## src/rtl/load_store_unit_pkg.sv

```systemverilog
// ---------------------------------------------------------------------------
// load_store_unit_pkg
// Shared MIPS load/store constants: MemOp encodings (opcode[2:0]), the LSU
// state encoding, and the request legality check used by the decoder.
// No ports (package).
// ---------------------------------------------------------------------------
package load_store_unit_pkg;

    localparam int MEMOP_W = 3;

    // MIPS opcode[2:0] for the supported memory operations
    localparam logic [MEMOP_W-1:0] OP_B  = 3'b000;
    localparam logic [MEMOP_W-1:0] OP_H  = 3'b001;
    localparam logic [MEMOP_W-1:0] OP_W  = 3'b011;
    localparam logic [MEMOP_W-1:0] OP_BU = 3'b100;
    localparam logic [MEMOP_W-1:0] OP_HU = 3'b101;

    typedef enum logic [2:0] {
        IDLE  = 3'd0,
        READ  = 3'd1,
        MERGE = 3'd2,
        WRITE = 3'd3,
        DONE  = 3'd4
    } lsu_state_e;

    // A request is rejected when its opcode is unknown, when a store asks for
    // an unsigned (load-only) variant, when the address is not naturally
    // aligned for the access size, or when it points beyond DataMem.
    function automatic logic lsu_op_error(input logic               isStore,
                                          input logic [MEMOP_W-1:0] memOp,
                                          input logic [31:0]        addr,
                                          input int                 addrW);
        logic bad;
        bad = 1'b0;
        case (memOp)
            OP_B, OP_BU: bad = 1'b0;
            OP_H, OP_HU: bad = addr[0];
            OP_W:        bad = (addr[1:0] != 2'b00);
            default:     bad = 1'b1;
        endcase
        if (isStore && memOp[2]) begin
            bad = 1'b1;
        end
        if ((addr >> (addrW + 2)) != 32'd0) begin
            bad = 1'b1;
        end
        return bad;
    endfunction

endpackage

```

## src/rtl/load_store_unit_if.sv

```systemverilog
// ---------------------------------------------------------------------------
// load_store_unit_if
// Bundles the pipeline request/response signals and the DataMem bus of the
// load/store unit.
//   master : pipeline + DataMem side (drives Req/IsStore/MemOp/Addr/StoreData
//            and ReadData, observes everything the LSU produces)
//   slave  : the load/store unit itself
// Parameter ADDR_W : DataMem word-index width.
// ---------------------------------------------------------------------------
interface load_store_unit_if
    import load_store_unit_pkg::*;
#(
    parameter int ADDR_W = 7
);
    logic               Req;
    logic               IsStore;
    logic [MEMOP_W-1:0] MemOp;
    logic [31:0]        Addr;
    logic [31:0]        StoreData;
    logic               Busy;
    logic               Done;
    logic               Err;
    logic [31:0]        LoadData;
    logic [ADDR_W-1:0]  Address;
    logic [31:0]        WriteData;
    logic               MemWrite;
    logic               MemRead;
    logic [31:0]        ReadData;

    modport master (
        output Req, IsStore, MemOp, Addr, StoreData, ReadData,
        input  Busy, Done, Err, LoadData, Address, WriteData, MemWrite, MemRead
    );

    modport slave (
        input  Req, IsStore, MemOp, Addr, StoreData, ReadData,
        output Busy, Done, Err, LoadData, Address, WriteData, MemWrite, MemRead
    );
endinterface

```

## src/rtl/load_store_unit_align.sv

```systemverilog
// ---------------------------------------------------------------------------
// lsu_align
// Purely combinational byte-lane logic for a big-endian 32-bit word:
// extracts and sign/zero-extends a byte/halfword for loads, and merges a
// byte/halfword of store data into an existing word for sub-word stores.
//   i_memOp      : MemOp of the current request
//   i_byteOff    : Addr[1:0] of the current request
//   i_readWord   : word being loaded (extract source)
//   i_oldWord    : previously read word (merge destination)
//   i_storeData  : store operand (low bits used for b/h)
//   o_loadData   : extended load result
//   o_mergedWord : word to write back (store data itself for sw)
// ---------------------------------------------------------------------------
module lsu_align
    import load_store_unit_pkg::*;
(
    input  logic [MEMOP_W-1:0] i_memOp,
    input  logic [1:0]         i_byteOff,
    input  logic [31:0]        i_readWord,
    input  logic [31:0]        i_oldWord,
    input  logic [31:0]        i_storeData,
    output logic [31:0]        o_loadData,
    output logic [31:0]        o_mergedWord
);

    logic [4:0]  w_shift;
    logic [7:0]  w_byte;
    logic [15:0] w_half;
    logic [31:0] w_byteMask;
    logic [31:0] w_halfMask;
    logic [31:0] w_byteIns;
    logic [31:0] w_halfIns;

    // Big-endian lanes: offset 0 is the most significant byte, so the shift
    // to bring a byte down to bit 0 is (3 - offset) * 8.
    always_comb begin
        w_shift    = {~i_byteOff, 3'b000};
        w_byte     = 8'(i_readWord >> w_shift);
        w_half     = i_byteOff[1] ? i_readWord[15:0] : i_readWord[31:16];
        w_byteMask = 32'h0000_00FF << w_shift;
        w_halfMask = i_byteOff[1] ? 32'h0000_FFFF : 32'hFFFF_0000;
        w_byteIns  = {24'd0, i_storeData[7:0]} << w_shift;
        w_halfIns  = i_byteOff[1] ? {16'd0, i_storeData[15:0]}
                                  : {i_storeData[15:0], 16'd0};
    end

    // Load path: signed variants replicate the top bit of the selected lane.
    always_comb begin
        o_loadData = i_readWord;
        case (i_memOp)
            OP_B:    o_loadData = {{24{w_byte[7]}}, w_byte};
            OP_BU:   o_loadData = {24'd0, w_byte};
            OP_H:    o_loadData = {{16{w_half[15]}}, w_half};
            OP_HU:   o_loadData = {16'd0, w_half};
            default: o_loadData = i_readWord;
        endcase
    end

    // Store path: only sb/sh need a read-modify-write merge.
    always_comb begin
        o_mergedWord = i_storeData;
        case (i_memOp)
            OP_B:    o_mergedWord = (i_oldWord & ~w_byteMask) | w_byteIns;
            OP_H:    o_mergedWord = (i_oldWord & ~w_halfMask) | w_halfIns;
            default: o_mergedWord = i_storeData;
        endcase
    end

endmodule

```

## src/rtl/load_store_unit.sv

```systemverilog
// ---------------------------------------------------------------------------
// load_store_unit
// MEM-stage load/store sequencer in front of a single-port word DataMem.
// Loads read one word and extend the addressed lane; sw writes directly;
// sb/sh do read-merge-write. Illegal requests finish with Err and touch no
// memory. DataMem itself lives outside this block.
//   clk   : single clock, all state on rising edge
//   rst_n : synchronous active-low reset
//   bus   : load_store_unit_if.slave (request, response and DataMem bus)
// Parameter ADDR_W : DataMem word-index width.
// ---------------------------------------------------------------------------
module load_store_unit
    import load_store_unit_pkg::*;
#(
    parameter int ADDR_W = 7
) (
    input  logic              clk,
    input  logic              rst_n,
    load_store_unit_if.slave  bus
);

    lsu_state_e         r_state;
    lsu_state_e         w_nextState;
    logic               w_accept;
    logic               w_reqErr;
    logic               r_isStore;
    logic [MEMOP_W-1:0] r_memOp;
    logic [1:0]         r_byteOff;
    logic [ADDR_W-1:0]  r_wordIdx;
    logic [31:0]        r_storeData;
    logic [31:0]        r_readWord;
    logic [31:0]        r_writeData;
    logic [31:0]        r_loadData;
    logic               r_err;
    logic [31:0]        w_loadData;
    logic [31:0]        w_mergedWord;

    assign w_reqErr = lsu_op_error(bus.IsStore, bus.MemOp, bus.Addr, ADDR_W);

    lsu_align u_align (
        .i_memOp      (r_memOp),
        .i_byteOff    (r_byteOff),
        .i_readWord   (bus.ReadData),
        .i_oldWord    (r_readWord),
        .i_storeData  (r_storeData),
        .o_loadData   (w_loadData),
        .o_mergedWord (w_mergedWord)
    );

    // Next-state logic. Requests are only looked at in IDLE, so a Req held
    // high is simply re-accepted each time the unit comes back to IDLE.
    always_comb begin
        w_nextState = r_state;
        w_accept    = 1'b0;
        unique case (r_state)
            IDLE: begin
                if (bus.Req) begin
                    w_accept = 1'b1;
                    if (w_reqErr) begin
                        w_nextState = DONE;
                    end else if (bus.IsStore && (bus.MemOp == OP_W)) begin
                        w_nextState = WRITE;
                    end else begin
                        w_nextState = READ;
                    end
                end
            end
            READ:    w_nextState = r_isStore ? MERGE : DONE;
            MERGE:   w_nextState = WRITE;
            WRITE:   w_nextState = DONE;
            DONE:    w_nextState = IDLE;
            default: w_nextState = IDLE;
        endcase
    end

    // State and datapath registers. The request is captured once on accept,
    // so Address stays fixed for the whole request. Reset drops straight to
    // IDLE, which removes any pending write strobe.
    always_ff @(posedge clk) begin
        if (!rst_n) begin
            r_state     <= IDLE;
            r_isStore   <= 1'b0;
            r_memOp     <= '0;
            r_byteOff   <= '0;
            r_wordIdx   <= '0;
            r_storeData <= '0;
            r_readWord  <= '0;
            r_writeData <= '0;
            r_loadData  <= '0;
            r_err       <= 1'b0;
        end else begin
            r_state <= w_nextState;
            if (w_accept) begin
                r_isStore   <= bus.IsStore;
                r_memOp     <= bus.MemOp;
                r_byteOff   <= bus.Addr[1:0];
                r_wordIdx   <= bus.Addr[ADDR_W+1:2];
                r_storeData <= bus.StoreData;
                r_writeData <= bus.StoreData;
                r_err       <= w_reqErr;
            end
            if (r_state == READ) begin
                r_readWord <= bus.ReadData;
                if (!r_isStore) begin
                    r_loadData <= w_loadData;
                end
            end
            if (r_state == MERGE) begin
                r_writeData <= w_mergedWord;
            end
        end
    end

    // Strobes decode straight from the state, so read and write can never
    // overlap and both are low outside READ/WRITE.
    assign bus.Busy      = (r_state != IDLE);
    assign bus.Done      = (r_state == DONE);
    assign bus.Err       = (r_state == DONE) && r_err;
    assign bus.MemRead   = (r_state == READ);
    assign bus.MemWrite  = (r_state == WRITE);
    assign bus.LoadData  = r_loadData;
    assign bus.Address   = r_wordIdx;
    assign bus.WriteData = r_writeData;

endmodule

```

## src/flat_wrapper.sv

```systemverilog
// flat-port wrapper written by rule: the top's interface ports become plain ports
module load_store_unit_flat import load_store_unit_pkg::*;
#(
    parameter int ADDR_W = 7
)
  (clk, rst_n, bus_Req, bus_IsStore, bus_MemOp, bus_Addr, bus_StoreData, bus_ReadData, bus_Busy, bus_Done, bus_Err, bus_LoadData, bus_Address, bus_WriteData, bus_MemWrite, bus_MemRead);
  load_store_unit_if #(.ADDR_W(ADDR_W)) bus_i ();
  input  logic clk;
  input  logic rst_n;
  input wire logic [$bits(bus_i.Req)-1:0] bus_Req;
  input wire logic [$bits(bus_i.IsStore)-1:0] bus_IsStore;
  input wire logic [$bits(bus_i.MemOp)-1:0] bus_MemOp;
  input wire logic [$bits(bus_i.Addr)-1:0] bus_Addr;
  input wire logic [$bits(bus_i.StoreData)-1:0] bus_StoreData;
  input wire logic [$bits(bus_i.ReadData)-1:0] bus_ReadData;
  output wire logic [$bits(bus_i.Busy)-1:0] bus_Busy;
  output wire logic [$bits(bus_i.Done)-1:0] bus_Done;
  output wire logic [$bits(bus_i.Err)-1:0] bus_Err;
  output wire logic [$bits(bus_i.LoadData)-1:0] bus_LoadData;
  output wire logic [$bits(bus_i.Address)-1:0] bus_Address;
  output wire logic [$bits(bus_i.WriteData)-1:0] bus_WriteData;
  output wire logic [$bits(bus_i.MemWrite)-1:0] bus_MemWrite;
  output wire logic [$bits(bus_i.MemRead)-1:0] bus_MemRead;
  assign bus_i.Req = bus_Req;
  assign bus_i.IsStore = bus_IsStore;
  assign bus_i.MemOp = bus_MemOp;
  assign bus_i.Addr = bus_Addr;
  assign bus_i.StoreData = bus_StoreData;
  assign bus_i.ReadData = bus_ReadData;
  assign bus_Busy = bus_i.Busy;
  assign bus_Done = bus_i.Done;
  assign bus_Err = bus_i.Err;
  assign bus_LoadData = bus_i.LoadData;
  assign bus_Address = bus_i.Address;
  assign bus_WriteData = bus_i.WriteData;
  assign bus_MemWrite = bus_i.MemWrite;
  assign bus_MemRead = bus_i.MemRead;
  load_store_unit #(.ADDR_W(ADDR_W)) u_core (.clk(clk), .rst_n(rst_n), .bus(bus_i));
endmodule
```

## config.mk

```make
export PLATFORM = sky130hd
export DESIGN_NAME = load_store_unit_flat
export DESIGN_NICKNAME = d
export VERILOG_FILES = /design/src/rtl/load_store_unit_pkg.sv /design/src/rtl/load_store_unit_if.sv /design/src/rtl/load_store_unit_align.sv /design/src/rtl/load_store_unit.sv /design/src/flat_wrapper.sv
export SDC_FILE = /design/constraint.sdc
export NUM_CORES = 1
export LEC_CHECK = 0
export CAP_MARGIN = 20
export CELL_PAD_IN_SITES_DETAIL_PLACEMENT = 1
export CELL_PAD_IN_SITES_GLOBAL_PLACEMENT = 1
export CORE_ASPECT_RATIO = 0.6
export CORE_UTILIZATION = 32
export DETAILED_ROUTE_END_ITERATION = 12
export HOLD_SLACK_MARGIN = 0.1
export PLACE_DENSITY_LB_ADDON = 0.08
export SYNTH_ARGS = -nofsm -noshare
export SYNTH_HDL_FRONTEND = slang
export SYNTH_SLANG_ARGS = --single-unit
```

## constraint.sdc

```tcl
create_clock -name clk -period 1.54 [get_ports clk]
set_input_delay 0.231 -clock clk [delete_from_list [all_inputs] [get_ports clk]]
set_output_delay 0.231 -clock clk [all_outputs]
set_load 0.01 [all_outputs]
```

* Word level (Yosys, flattened, before mapping) *
Index checks and enable logic that the tools add are counted.

operators by class
  add/sub/neg operators = 0
  $mul = 0
  divide/modulo/power cells = 0
  order comparisons = 0
  eq/ne operators = 12
  shift operators = 3
  mux-type cells = 17
  bitwise gates (word level) = 8
  reductions and logical operators = 13

operator list
  kind                                                  count
  two-way mux 32 bit                                    4
  one-hot mux 32 bit (4 select lines)                   1
  AND 32 bit                                            2
  inverter 32 bit                                       2
  OR 32 bit                                             2
  one-hot mux 32 bit (2 select lines)                   1
  nonzero test 32 bit                                   1
  << shifter 8 x 5 -> 32 bit                            1
  << shifter 8 x 5 -> 32 bit (first input constant)     1
  >> shifter 32 x 5 -> 8 bit                            1
  two-way mux 16 bit                                    1
  equality test 3 bit (second input constant)           5
  one-hot mux 3 bit (4 select lines)                    1
  equality test 3 x 1 -> 1 bit (second input constant)  3
  equality test 3 x 2 -> 1 bit (second input constant)  3
  zero test 3 bit                                       3
  two-way mux 3 bit                                     3
  two-way mux 1 bit                                     4
  nonzero test 2 bit                                    2
  OR reduction 2 bit                                    2
  logical AND 1 bit                                     3
  one-hot mux 1 bit (3 select lines)                    1
  nonzero test 3 bit                                    1
  two-way mux 2 bit                                     1
  4 further kinds                                       4

word-level totals
  register bits = 145
  bits in latches = 0
  bits in writable memories = 0
  ROM bits = 0
  bits of input ports = 103
  output and inout port bits = 76
  memories kept = 0

* Longest topological paths before layout *
Gate-level depths: netlist (run 1).

  depth after elaboration = 8
  mapped depth = 8
  depth with buffers taken out = 5

* By module *
From an unflattened synthesis (run 1), not the netlist that was laid out.

unflattened totals
  cell total of the unflattened synthesis = 901
  area, all modules = 6,852.8 µm²

by module, submodules not included
  module           times used  cells each  area an instance (µm²)  seq. area each (µm²)
  load_store_unit  1           652         5,251.3                 2,902.8
  lsu_align        1           249         1,601.5                 0.0

* Worst setup path after synthesis (run 1) *
OpenSTA, ideal clock, no wires.

  kind = register to register
  from = register u_core.r_state[1]
  to = register u_core.r_loadData[10] (netlist: u_core.bus.LoadData[10])
  library setup time = 0.145 ns
  arrival time = 1.546 ns
  slack = -0.152 ns
  stages on the path, launching flop included = 8
  buffers on the path = 2
  period minus slack after synthesis = 1.692 ns
  path through = dfxtp_1 or3b_1 buf_4 inv_4 nand2b_1 buf_6 o41ai_4 a2111oi_0

between the ends
  longest elaborated chain between the ends = 2

ends and longest elaborated chain
  item                                  line                    RTL
  start: declaration                    load_store_unit.sv:22   lsu_state_e r_state;
  start signal: assignment              load_store_unit.sv:92   r_state <= w_nextState;
  equality test 3 x 1 -> 1 bit          load_store_unit.sv:102  if (r_state == READ) begin
  AND reduction 2 bit (no source line)  -
  end signal: assignment                load_store_unit.sv:105  r_loadData <= w_loadData;
  end: declaration                      load_store_unit.sv:33   logic [31:0] r_loadData;

No other way between the ends.
A chain may end at the register's enable or synchronous reset.

* Worst setup path after layout (run 1) *
  from = register u_core.r_byteOff[1]
  to = register u_core.r_loadData[17] (netlist: u_core.bus.LoadData[17])

between the ends
  longest elaborated chain between the ends = 3
  elaborated cells between the ends (all ways) = 4
  classes of those cells = shift: 1; mux: 2; bitwise: 1

ends and longest elaborated chain
  item                                   line                         RTL
  start: declaration                     load_store_unit.sv:28        logic [1:0] r_byteOff;
  start signal: assignment               load_store_unit.sv:96        r_byteOff <= bus.Addr[1:0];
  inverter 2 bit                         load_store_unit_align.sv:37  w_shift = {~i_byteOff, 3'b000};
  >> shifter 32 x 5 -> 8 bit             load_store_unit_align.sv:38  w_byte = 8'(i_readWord >> w_shift);
  one-hot mux 32 bit (4 select lines) *  load_store_unit_align.sv:50  case (i_memOp)

Mark *: on every way between the ends. The rest lies on a longest branch, timed or not.

==> results.md, run 1 <==
- Share of cells above drive strength 1: 38.4%
- Slew HR: 68.3%
- Final hold vios: 0
- Global-route wire length before repair: 45500 microns
- Final WL: 33000 microns
- Worst hold slack: 0.295 ns
- Largest family of logic cells by synthesized area: compound AO/OA/AOI/OAI gates
- Worst Setup EP: u_core.bus.LoadData[17]
- Slowest-stage cell, CP: mux4_2
- CP required: 1.87 ns
- Pwr Density: 886 nW/um^2
- R2R depth: 5
- Crit-path max FO: 8
- Cell variety after synth: 52
- Synth Area in XOR/XNOR: 0%
- Synthesis-stage register bit count: 145
- Num rows: 40
- CP Class: reg -> reg
- Final setup margin: -0.245 ns
- Mapped Nets: 921
- Failing checks: setup timing
- Hpwl dp: 20900 microns
- Worst setup SP type: flip-flop
- Final RePlAce weighted congestion: 0.888
- Drt first pass iters: 5
- CTS sink count: 145
- Yosys warning total: 0
- Clock Skews: 0.0133 ns
- Vias in the first global route: 7904
- Max frequency: 560 MHz
- Fin nets: 1205
- Placed cells: 1309
- Port Buffers: 178
- Worst-case vdd ir drop: 0.880 mV
- Final worst path period need: 1.79 ns
- Cells after Synth: 818
- Final core occ: 59.5%
- Fillers: 2194
- Iteration-0 DRC Markers: 571
- Adder-Cell Fraction of Synth Area: 0%
- Die W: 187 microns
- WP data arrival: 2.12 ns
- Crit. End Element: flip-flop
- RSZ-0062 raised after global routing: yes
- CTS tree: done
- Setup violators final: 110
- EDFF count, synth: 0
- Syn-to-layout area delta: 82.0%
- Worst hold path type: in -> reg
- Drt wl/cell: 23.8 microns
- Delay-heaviest family, CP: multiplexers
- Area occupied by multi-input gates: 4470 sq um
- FF+latch area: 2920 sq um
- Initial antenna violation count: 0
- Worst Path Buf+Inv: 1
- Sequential share of the synthesized area: 44.4%
- CORE AREA: 20000 sq um
- CTS clock-pin slew for the worst setup and hold paths: 0.07 ns
- Clk root buf: clkbuf_16
- Synth Area in Compound Gates: 24.4%
- Mapped Area: 6540 sq um
- Antenna Nets Post-Route: 0
- Static Leak: 0.00474 uW
- CTS buffer count: 17
- Pre-CTS WS: -0.745 ns
- Pin count of the biggest net entering global routing: 43
- Outcome: finished, violations left
- Setup_tns: -13.53 ns
- Ant diodes: 0
- Clock buffer depth: 2
- Crit path largest cell delay: 0.54 ns
- Mux share of post-synthesis cell area: 5.57%
- Mean number of vias per cell: 5.56
- Post-synthesis simple-gate area fraction: 20.1%
- Number of remaining DRC errors: 0
- Max cap viols: 0
- Final period utilization: 116%
- Latest clock arrival within the worst-skew pair: 0.44 ns
- DR vias: 7721
- Die height: 113 microns
- Worst R2R End: u_core.bus.LoadData[17]
- Asr flop ratio synth: 0%
- Reg-to-Reg Start: u_core.r_byteOff[1]
- Worst Max-Slew Pin Slew: 0.473 ns
- Crit. path cell count: 5
- Die ar.: 21000 sq um
- Critical Path, Cell by Cell: mux4_2 -> or2_1 -> a31oi_4 -> clkbuf_16 -> a21oi_2
- GRT Total Usage: 28.2%
- Syn avg cell area: 8.00 sq um
- Cell Count, Final, Fillers Out: 1388
- CP startpoint: u_core.r_byteOff[1]
- R2R Setup Slk: -0.25 ns
- IO Pins: 179
- H-tree depth: 4
- GRT overflow: 0
- Prevailing post-synth register cell: dfxtp_1
- Hold Crit Start: rst_n
- Final Max Slew Viols: 0
- Starting density of the core: 32.7%
-- per-layer routing --
| layer | GRT usage [%] | wire (microns) |
|---|---|---|
| met1 | 38.0 | 14900 |
| met2 | 45.6 | 15500 |
| met5 | 0 | 0 |
| met4 | 8.69 | 444 |
| met3 | 5.61 | 2130 |
-- worst reg2reg max path: stages, from the launching register on --
cell	delay, ns
dfxtp_4	0.38
mux4_2	0.54
or2_1	0.28
a31oi_4	0.20
clkbuf_16	0.21
a21oi_2	0.06
-- cells in the final DEF, fill, tap and decap left out, types with 11 or more instances in the layout --
cell             netlist  routed
o21ai_0               43      20
mux2i_1               24      11
dlygate4sd2_1          0      65
a21oi_2                1      64
nor3_1                21      15
buf_12                 0      25
o21ai_2                1      12
a21oi_1              144      78
o221ai_2               0      18
clkdlybuf4s50_1        0     101
o21ai_1                0      12
nand2_1              189     133
nand2_2                0      23
nand2_4                0      32
buf_6                  1      37
inv_1                 18      18
dfxtp_1              145     138
clkbuf_16              0      25
buf_4                  3      82
-- cells in the mapped netlist (all sizes together), types with 3 or more instances --
cell / number / share of area, %
a2111oi: 8 / 1.1
a211oi: 8 / 0.92
a21oi: 145 / 11
a221o: 7 / 1.1
and3: 9 / 0.86
buf: 22 / 1.8
clkbuf: 45 / 2.6
dfxtp: 145 / 44
inv: 20 / 1.2
mux2: 9 / 1.5
mux2i: 24 / 3.7
nand2: 189 / 11
nand2b: 4 / 0.38
nand3: 8 / 0.61
nand4: 8 / 0.76
nor2: 15 / 0.86
nor2b: 8 / 0.76
nor3: 22 / 1.8
nor3b: 7 / 0.80
nor4: 5 / 0.48
nor4b: 3 / 0.63
o21ai: 44 / 3.4
o221ai: 24 / 3.2
o22ai: 7 / 0.67
o31a: 8 / 1.1
or2: 4 / 0.38
-- flip-flops by register name, summed over array words and instances (netlist names) --
register              flops
u_core.r_err              1
u_core.r_readWord        32
u_core.r_memOp            3
u_core.r_byteOff          2
u_core.bus.WriteData     32
u_core.r_isStore          1
u_core.bus.LoadData      32
u_core.r_state            3
u_core.r_storeData       32
u_core.bus.Address        7
-- how the worst min path moves through the flow --
stage	slack (ns)	depth (start not counted)	to
3_5_place_dp	0.45	2	u_core.bus.Address[4]
5_1_grt	0.29	4	u_core.bus.LoadData[11]
6_report	0.29	4	u_core.bus.LoadData[8]
4_1_cts	0.25	4	u_core.bus.LoadData[14]
2_1_floorplan	0.36	2	u_core.r_byteOff[1]
3_3_place_gp	0.44	2	u_core.bus.Address[6]
-- power breakdown --
part           switching [uW]  internal, uW  total (uW)
sequential                156          3880        4040
clock                    1710          2640        4350
combinational            1080          1080        2160
total                    2950          7600       10600
-- through the flow --
stage	cell area (sq um)	power (uW)
5_1_grt	11900	10900
3_3_place_gp	9380	5620
3_5_place_dp	9380	5680
2_1_floorplan	6590	4700
4_1_cts	10600	10100
6_report	11900	10600
-- logic make-up (layout without fill, tap and decap cells) --
family                 count (synthesis)  in the layout
AND/OR/NAND/NOR                      290            290
flip-flops                           145            145
buffers and inverters                 88            385
AO/OA/AOI/OAI                        261            261
multiplexers                          34             34
-- what timing repair did --
| action | CTS | global route |
|---|---|---|
| resized for setup | 219 | 252 |
| gates cloned | 4 | 11 |
| setup endpoints to repair | 206 | 144 |
| hold buffers | 0 | 0 |
| pin swaps | 30 | 81 |
| buffers inserted | 17 | 20 |
-- final cells by class --
type | instances | share of cell area (%)
repair buffers | 332 | 29.4
multi-input cells | 585 | 37.6
clock buffers | 24 | 3.96
flip-flops and latches | 145 | 24.5
well taps | 273 | 2.87
clock inverters | 8 | 1.07
inverters | 21 | 0.683
Note: power is estimated with default switching activity, not from simulation.
==> run 2, diff against run 1 <==
--- a/config.mk
+++ b/config.mk
@@ -5,6 +5,7 @@
 export SDC_FILE = /design/constraint.sdc
 export NUM_CORES = 1
 export LEC_CHECK = 0
+export ABC_CLOCK_PERIOD_IN_PS = 1540
 export CAP_MARGIN = 20
 export CELL_PAD_IN_SITES_DETAIL_PLACEMENT = 1
 export CELL_PAD_IN_SITES_GLOBAL_PLACEMENT = 1
==> results of run 2 <==
Final layout, timing and power as in run 1 (identical DEF).
